[config.mk]
export PLATFORM = sky130hd
export DESIGN_NAME = local_bias_ctrl_flat
export DESIGN_NICKNAME = d
export VERILOG_FILES = /design/src/rtl/local_bias_pkg.sv /design/src/rtl/local_bias_ctrl_if.sv /design/src/rtl/lb_debounce.sv /design/src/rtl/local_bias_ctrl.sv /design/src/flat_wrapper.sv
export SDC_FILE = /design/constraint.sdc
export NUM_CORES = 1
export LEC_CHECK = 0
export ABC_AREA = 1
export CAP_MARGIN = 20
export CORE_ASPECT_RATIO = 0.6
export CORE_MARGIN = 2
export CORE_UTILIZATION = 49
export CTS_BUF_LIST = sky130_fd_sc_hd__clkbuf_16
export CTS_CLUSTER_DIAMETER = 80
export DETAILED_ROUTE_END_ITERATION = 16
export PLACE_DENSITY = 0.77
export SYNTH_ARGS = -nofsm -noshare
export SYNTH_HDL_FRONTEND = slang
export SYNTH_HIERARCHICAL = 1
export SYNTH_SLANG_ARGS = --single-unit
[constraint.sdc]
create_clock -name clk -period 3.7 [get_ports clk]
set_clock_uncertainty 0.15 [all_clocks]
set_input_delay 0.74 -clock clk [delete_from_list [all_inputs] [get_ports clk]]
set_output_delay 0.74 -clock clk [all_outputs]
set_load 0.02 [all_outputs]
[src/rtl/local_bias_pkg.sv]
// Shared types and analog-testbus codes for the local bias cell controller.
package local_bias_pkg;

  typedef enum logic [2:0] {OFF, WAIT_SUP, SETTLE, ON, FAULT} lb_state_t;

  localparam logic [1:0] ATB_OFF    = 2'b00;
  localparam logic [1:0] ATB_VDD1P8 = 2'b01;
  localparam logic [1:0] ATB_VDD0P8 = 2'b10;
  localparam logic [1:0] ATB_IBIAS  = 2'b11;

endpackage

[src/rtl/local_bias_ctrl_if.sv]
// Analog testbus request/grant bundle between the two requesters and the bias controller.
interface local_bias_ctrl_if;

  logic [1:0] atb_req;
  logic [1:0] atb_sel0;
  logic [1:0] atb_sel1;
  logic [1:0] atb_gnt;
  logic [1:0] atb_ena;

  modport master (output atb_req, atb_sel0, atb_sel1, input atb_gnt, atb_ena);
  modport slave  (input atb_req, atb_sel0, atb_sel1, output atb_gnt, atb_ena);

endinterface

[src/rtl/lb_debounce.sv]
// Symmetric debouncer: q follows d only after N consecutive cycles of disagreement.
module lb_debounce #(
  parameter int N  = 4,
  parameter int CW = 8
) (
  input  logic clk,
  input  logic rst,
  input  logic d,
  output logic q
);

  logic [CW-1:0] cnt;

  always_ff @(posedge clk) begin
    if (rst) begin
      cnt <= '0;
      q   <= 1'b0;
    end else if (d == q) begin
      cnt <= '0;
    end else if (cnt == CW'(N - 1)) begin
      q   <= d;
      cnt <= '0;
    end else begin
      cnt <= cnt + 1'b1;
    end
  end

endmodule

[src/rtl/local_bias_ctrl.sv]
// Local bias cell controller: power-up sequencing, sticky supply fault latch and
// round-robin arbitration of the analog testbus select between two requesters.
module local_bias_ctrl
  import local_bias_pkg::*;
#(
  parameter int DEB_CYC    = 4,
  parameter int SETTLE_CYC = 64,
  parameter int DWELL_CYC  = 16,
  parameter int CW         = 8
) (
  input  logic                    clk,
  input  logic                    rst,
  input  logic                    en,
  input  logic [2:0]              sup_ok,
  output logic                    pdb,
  output logic                    bias_rdy,
  output logic                    fault,
  local_bias_ctrl_if.slave        atb
);

  logic deb_q, ok_q, bad_q;

  lb_debounce #(.N(DEB_CYC), .CW(CW)) u_deb (
    .clk (clk),
    .rst (rst),
    .d   (&sup_ok),
    .q   (deb_q)
  );

  assign ok_q  = deb_q;
  assign bad_q = ~deb_q;

  lb_state_t     state, state_nxt;
  logic [CW-1:0] set_cnt, set_cnt_nxt;

  // Cell-facing outputs are registered from the next state so they never glitch.
  always_ff @(posedge clk) begin
    if (rst) begin
      state    <= OFF;
      set_cnt  <= '0;
      pdb      <= 1'b0;
      bias_rdy <= 1'b0;
      fault    <= 1'b0;
    end else begin
      state    <= state_nxt;
      set_cnt  <= set_cnt_nxt;
      pdb      <= (state_nxt == SETTLE) || (state_nxt == ON);
      bias_rdy <= (state_nxt == ON);
      fault    <= (state_nxt == FAULT);
    end
  end

  always_comb begin
    state_nxt   = state;
    set_cnt_nxt = '0;
    if (!en) begin
      state_nxt = OFF;
    end else begin
      case (state)
        OFF:      state_nxt = WAIT_SUP;
        WAIT_SUP: if (ok_q) state_nxt = SETTLE;
        SETTLE: begin
          if (bad_q)                                state_nxt = FAULT;
          else if (set_cnt == CW'(SETTLE_CYC - 1))  state_nxt = ON;
          else                                      set_cnt_nxt = set_cnt + 1'b1;
        end
        ON:       if (bad_q) state_nxt = FAULT;
        FAULT:    state_nxt = FAULT;
        default:  state_nxt = OFF;
      endcase
    end
  end

  logic [1:0]    gnt, ena, pick;
  logic [CW-1:0] dwell_cnt;
  logic          rr, arb_on, held_req, dwell_end;

  // Arbitration only runs while ON is both the current and next state, so leaving
  // ON drops the grant on the same edge.
  assign arb_on    = (state == ON) && (state_nxt == ON);
  assign held_req  = |(gnt & atb.atb_req);
  assign dwell_end = (dwell_cnt == CW'(DWELL_CYC - 1));

  always_comb begin
    pick = atb.atb_req;
    if (atb.atb_req == 2'b11) pick = rr ? 2'b10 : 2'b01;
  end

  // Releasing a grant takes one edge and granting the next, which yields the
  // single idle cycle of break-before-make on the testbus.
  always_ff @(posedge clk) begin
    if (rst) begin
      gnt       <= 2'b00;
      ena       <= ATB_OFF;
      dwell_cnt <= '0;
      rr        <= 1'b0;
    end else if (!arb_on) begin
      gnt       <= 2'b00;
      ena       <= ATB_OFF;
      dwell_cnt <= '0;
    end else if (gnt != 2'b00) begin
      if (!held_req || dwell_end) begin
        gnt       <= 2'b00;
        ena       <= ATB_OFF;
        dwell_cnt <= '0;
        rr        <= gnt[0];
      end else begin
        dwell_cnt <= dwell_cnt + 1'b1;
      end
    end else if (pick != 2'b00) begin
      gnt       <= pick;
      ena       <= pick[1] ? atb.atb_sel1 : atb.atb_sel0;
      dwell_cnt <= '0;
    end
  end

  assign atb.atb_gnt = gnt;
  assign atb.atb_ena = ena;

endmodule

[src/flat_wrapper.sv]
// flat-port wrapper written by rule: the top's interface ports become plain ports
module local_bias_ctrl_flat import local_bias_pkg::*;
#(
  parameter int DEB_CYC    = 4,
  parameter int SETTLE_CYC = 64,
  parameter int DWELL_CYC  = 16,
  parameter int CW         = 8
)
  (clk, rst, en, sup_ok, pdb, bias_rdy, fault, atb_atb_req, atb_atb_sel0, atb_atb_sel1, atb_atb_gnt, atb_atb_ena);
  local_bias_ctrl_if atb_i ();
  input  logic clk;
  input  logic rst;
  input  logic en;
  input  logic [2:0] sup_ok;
  output logic pdb;
  output logic bias_rdy;
  output logic fault;
  input wire logic [$bits(atb_i.atb_req)-1:0] atb_atb_req;
  input wire logic [$bits(atb_i.atb_sel0)-1:0] atb_atb_sel0;
  input wire logic [$bits(atb_i.atb_sel1)-1:0] atb_atb_sel1;
  output wire logic [$bits(atb_i.atb_gnt)-1:0] atb_atb_gnt;
  output wire logic [$bits(atb_i.atb_ena)-1:0] atb_atb_ena;
  assign atb_i.atb_req = atb_atb_req;
  assign atb_i.atb_sel0 = atb_atb_sel0;
  assign atb_i.atb_sel1 = atb_atb_sel1;
  assign atb_atb_gnt = atb_i.atb_gnt;
  assign atb_atb_ena = atb_i.atb_ena;
  local_bias_ctrl #(.DEB_CYC(DEB_CYC), .SETTLE_CYC(SETTLE_CYC), .DWELL_CYC(DWELL_CYC), .CW(CW)) u_core (.clk(clk), .rst(rst), .en(en), .sup_ok(sup_ok), .pdb(pdb), .bias_rdy(bias_rdy), .fault(fault), .atb(atb_i));
endmodule
-- Word-level counts from Yosys, hierarchy flattened
Index checks and enable logic that the tools add are counted.
- word-level logic and storage cells: 66
- bits in registers: 36
- output and inout bits: 7
- equality and inequality tests: 13
- reductions and logical operators: 16
- multiplexer cells: 17
- bitwise operators: 6
- $add $sub $neg: 3
- operators by type and width (kind ; number):
    8-bit by 1-bit adder with 8-bit output (second input constant) ; 3
    8-bit 2-to-1 mux ; 3
    2-bit 2-to-1 mux ; 8
    3-bit 2-to-1 mux ; 5
    3-bit case mux with 5 select lines ; 1
    3-bit by 2-bit equality test with 1-bit output (second input constant) ; 4
    8-bit by 2-bit equality test with 1-bit output (second input constant) ; 1
    8-bit by 4-bit equality test with 1-bit output (second input constant) ; 1
    8-bit by 6-bit equality test with 1-bit output (second input constant) ; 1
    3-bit equality test (second input constant) ; 2
    3-bit AND reduction ; 2
    2-bit nonzero test ; 3
    1-bit inverter ; 5
    5-bit OR reduction ; 1
    2-bit AND reduction ; 2
    2-bit OR reduction ; 2
    3-bit by 1-bit equality test with 1-bit output (second input constant) ; 1
    3-bit logical NOT ; 1
    3-bit OR reduction ; 1
    2-bit AND ; 1
    2-bit equality test (second input constant) ; 1
    1-bit logical OR ; 2
    2-bit inequality test (second input constant) ; 1
    1-bit equality test ; 1
    other kinds (2) ; 2

-- Depth between registers and ports, before layout
- depth in word-level cells: 9
- depth in mapped cells: 9
- depth with buffers taken out: 8

-- Cells and area by module
Netlist, hierarchy kept.
- by module, submodules not included (module ; cells an instance ; sequential area each (um^2) ; area each (um^2) ; instances):
    local_bias_ctrl ; 214 ; 540.5 ; 1415.1 ; 1
    lb_debounce ; 74 ; 180.2 ; 501.7 ; 1

-- Least setup slack after synthesis
No wires, ideal clock.
- path type: input -> register
- from: input atb_atb_req[1]
- to: register u_core.dwell_cnt[2]
- stages: 7
- data required time: 3.488 ns
- path slack: 2.054 ns
- path buffers: 1
- data arrival time: 1.434 ns
- path through: inv_1 > o21ai_1 > o21ai_1 > buf_2 > o21ai_0 > inv_1 > nor2_2
- cells in the longest elaborated chain, start to end: 6
- elaborated cells on any way between the ends: 10
- classes of those cells: 1 x eq/ne; 3 x mux; 1 x bitwise; 5 x reduce/logical
- RTL lines (what ; RTL line ; text):
    start: declaration ; flat_wrapper.sv:18 ; input wire logic [$bits(atb_i.atb_req)-1:0] atb_atb_req;
    2-bit AND ; local_bias_ctrl.sv:81 ; assign held_req = |(gnt & atb.atb_req);
    2-bit OR reduction ; local_bias_ctrl.sv:81 ;
    1-bit logical NOT ; local_bias_ctrl.sv:102 ; if (!held_req || dwell_end) begin
    1-bit logical OR ; local_bias_ctrl.sv:102 ;
    8-bit 2-to-1 mux ; local_bias_ctrl.sv:102 ;
    8-bit 2-to-1 mux ; local_bias_ctrl.sv:101 ; end else if (gnt != 2'b00) begin
    end signal: assignment ; local_bias_ctrl.sv:108 ; dwell_cnt <= dwell_cnt + 1'b1;
    end: declaration ; local_bias_ctrl.sv:75 ; logic [CW-1:0] dwell_cnt;
Several ways; a longest one is shown, not always the timed one.
A chain may end at the register's enable or synchronous reset.

-- Final worst setup path
- from: input en
- to: register u_core.dwell_cnt[6]
- cells in the longest elaborated chain, start to end: 5
- RTL lines (what ; RTL line ; text):
    start: declaration ; flat_wrapper.sv:13 ; input logic en;
    3-bit 2-to-1 mux ; local_bias_ctrl.sv:56 ; if (!en) begin
    3-bit by 2-bit equality test with 1-bit output ; local_bias_ctrl.sv:80 ; assign arb_on = (state == ON) && (state_nxt == ON);
    1-bit logical AND ; local_bias_ctrl.sv:80 ;
    1-bit inverter (no source line) ; - ;
    2-bit OR reduction (no source line) ; - ;
No other way between the ends.

==> out/qor.csv <==
stage,metric,value,unit
run_status,run status,"finished, final reports clean",
worst_setup_path,reg2reg end,u_core/atb.atb_ena[0],
timing,RSZ-0062 raised after global routing,false,
cts,clock sinks,36,
yosys,syn nets,303,
global_routing,first-pass GRT wire length,6824,um
final_layout,Syn-to-layout area delta,18.28,%
placed_design,IO Port Bufs,18,
yosys,Syn Area/Cell,6.656,um^2
worst_setup_path,FF-to-FF path depth,7,
cts,hold buffer count at CTS,0,
drt,Starting DRT DRC Count,138,
floorplan,Die X,84.75,um
yosys,ys flop type,dfxtp_1,
placed_design,hpwl dp,3003,um
yosys,Post-Syn Instances,288,
yosys,top-count cell post-synth,nand2_1,
yosys,asr flop ratio synth,0,%
cts,clk buf depth,2,
floorplan,starting density of the core,51.79,%
yosys,post-synth top area share,37.60,%
yosys,register bit count reported by yosys,36,
worst_setup_path,Worst R2R Setup Slack,1.60,ns
final_layout,share of cells above drive strength 1,12.58,%
timing,Slew headroom,53.28,%
power_and_ir_drop,"Power, Total",0.0008099,W
worst_setup_path,Worst path top cell family by delay,simple AND/OR/NAND/NOR gates,
cts,"CTS clk-pin slew, worst paths",0.05,ns
cts,CTS H-tree depth,2,
power_and_ir_drop,pwr dens,357.2,nW/um^2
drt,vias per cell,4.765,
job,Max Cap Violations,0,
min_path,worst hold stages,2,
global_routing,GRT Total Usage,20.31,%
floorplan,Die Area,4444,um^2
cts,CTS tree,done,
final_layout,Post-Layout Cell Count,357,
power_and_ir_drop,VDD IR-drop max,0.2645,mV
worst_setup_path,worst r2r src,u_core/dwell_cnt[0],
global_routing,initial antenna violation count,0,
worst_setup_path,Worst setup SP type,input port,
min_path,worst hold path type,flop to flop,
min_path,hold_sp,u_core/set_cnt[7],
power_and_ir_drop,leakage,0.9451,nW
global_routing,grt ovf,0,
worst_setup_path,CP endpoint kind,flop,
global_routing,largest net degree at the start of global routing,13,
timing,crit share post-route,60.81,%
worst_setup_path,CP Cell Sequence,clkdlybuf4s50_1 -> inv_1 -> nor2_2 -> nand2_4 -> nor2_4 -> nand4_2 -> nor2_1,
timing,total negative slack,0,ns
drt,ANT nets after route,0,
final_layout,n_diodes,0,
cts,cts repair resizes,0,
placed_design,post-placement cell count,350,
timing,max-slew violations,0,
cts,CTS Buf Count,5,
placed_design,global placer's final weighted congestion,0.8745,
yosys,Commonest cells post-synth,"nand2_1, inv_1, nor2_1",
worst_setup_path,WP depth,7,
floorplan,I/O pins,19,
floorplan,Core Area,3701,um^2
yosys,"Seq/Total Area, Yosys",37.60,%
timing,Slew @ Worst Pin,0.6961,ns
floorplan,cell row count,17,
yosys,Yosys Warn Count,6,
drt,Detailed Route WL,3935,um
worst_setup_path,CP max stage cell,clkdlybuf4s50_1,
worst_setup_path,CP arrival,2.30,ns
cts,Worst-Skew Late Latency,0.28,ns
yosys,Post-synth EDFFs,0,
floorplan,die height,52.45,um
global_routing,met2 Use GR,26.51,%
timing,final worst path period need,2.250,ns
min_path,Hold Path Sink,u_core/set_cnt[7],
cts,root buf cell,clkbuf_16,
drt,routed length per instance,11.02,um
global_routing,met3 GRT Util,5.354,%
timing,Final Hold Viols,0,
final_layout,nets@finish,325,
yosys,Synth cell types,25,
drt,vias post-DR,1701,
worst_setup_path,max incr delay on CP,0.58,ns
worst_setup_path,CP Buf/Inv Count,2,
worst_setup_path,CP required,3.75,ns
timing,FMAX,0.4445,GHz
drt,# DRC,0,
worst_setup_path,critical path peak fanout,12,
global_routing,vias in the first global route,1492,
yosys,cell area after synthesis,1917,um^2
global_routing,gr busiest metal,met1,
yosys,top cells by area in the synthesized netlist,"dfxtp_1, nand2_1, inv_1",
worst_setup_path,critical path type,input port to flop,
cts,Post-CTS Setup Bufs,0,
global_routing,met1 usage,30.98,%
yosys,Synth area leader,dfxtp_1,
drt,drt pass-1 iters,4,
timing,Setup-failing EPs final,0,
## flip-flops by register name, indices dropped and copies added (netlist names)
register	cells
u_core/atb.atb_gnt	2
u_core/u_deb/q	1
u_core/fault	1
u_core/state	3
u_core/u_deb/cnt	8
u_core/set_cnt	8
u_core/rr	1
u_core/pdb	1
u_core/atb.atb_ena	2
u_core/bias_rdy	1
u_core/dwell_cnt	8
## through the flow
step | setup WS, ns | util (%) | cell area, um^2 | hold WS (ns)
3_5_place_dp | 1.190 | 57.67 | 2135 | 0.3062
5_1_grt | 1.305 | 61.26 | 2267 | 0.3259
3_3_place_gp | 1.259 | 57.67 | 2135 | 0.2954
6_report | 1.450 | 61.26 | 2267 | 0.3117
2_1_floorplan | 2.054 | - | 1917 | 0.2795
4_1_cts | 1.473 | 61.26 | 2267 | 0.3136
## worst min-delay path, delay by kind of cell (launching register included)
family | cells | cell delay, ns
DFF | 1 | 0.30
and+or+nand+nor | 1 | 0.06
AOI/OAI and AO/OA | 1 | 0.05
## metal layers
| metal | part of all wire [%] | vias to the layer above |
|---|---|---|
| li1 | - | 929 |
| met1 | 58 | 723 |
| met2 | 34 | 41 |
| met3 | 5.9 | 8 |
| met4 | 1.6 | 0 |
| met5 | 0 | - |
## logic make-up (layout without fill, tap and decap cells)
| family | after synthesis | count (layout) | synth area share [%] |
|---|---|---|---|
| adders and majority gates | 3 | 3 | 1.958 |
| buffers and inverters | 54 | 76 | 11.10 |
| AOI/OAI and AO/OA | 21 | 21 | 6.266 |
| xor gates and xnor gates | 5 | 5 | 2.285 |
| DFF | 36 | 36 | 37.60 |
| and+or+nand+nor | 169 | 169 | 40.80 |
## power by group
group	switching, W	internal (W)	total, W	leakage, nW
clock	0.000144	0.000240	0.000384	0.0648
combinational	0.0000187	0.0000167	0.0000353	0.590
sequential	0.000000969	0.000389	0.000390	0.290
total	0.000164	0.000646	0.000810	0.945
## layout by cell type (no fill, tap or decap), drive strengths merged
cell type	synthesis	final
nand3	28	28
o21ai	10	10
inv	51	51
and3	1	1
ha	3	3
nand2	69	69
a21oi	11	11
dfxtp	36	36
clkdlybuf4s50	0	18
clkinv	0	2
xor2	3	3
xnor2	2	2
nor2	60	60
nand4	5	5
clkbuf	0	5
or2	1	1
nor3	5	5
## worst max path at each step
| stage | slack (ns) | endpoint | start |
|---|---|---|---|
| after floorplan | 2.05 | u_core/dwell_cnt[2] | atb_atb_req[1] |
| after global placement | 1.26 | u_core/dwell_cnt[5] | en |
| after detailed placement | 1.19 | u_core/dwell_cnt[5] | en |
| after CTS | 1.47 | u_core/dwell_cnt[6] | en |
| after global routing | 1.31 | u_core/dwell_cnt[6] | en |
| final | 1.45 | u_core/dwell_cnt[6] | en |
## layout make-up
class / count / area [um^2]
Inverter: 51 / 191.4
Clock buffer: 5 / 125.1
Clock inverter: 2 / 7.507
Fill cell: 350 / 1434
Timing Repair Buffer: 18 / 180.2
Multi-Input combinational cell: 198 / 983.4
Tap cell: 47 / 58.81
Sequential cell: 36 / 720.7
No activity file was read; power rests on OpenSTA's default activity.
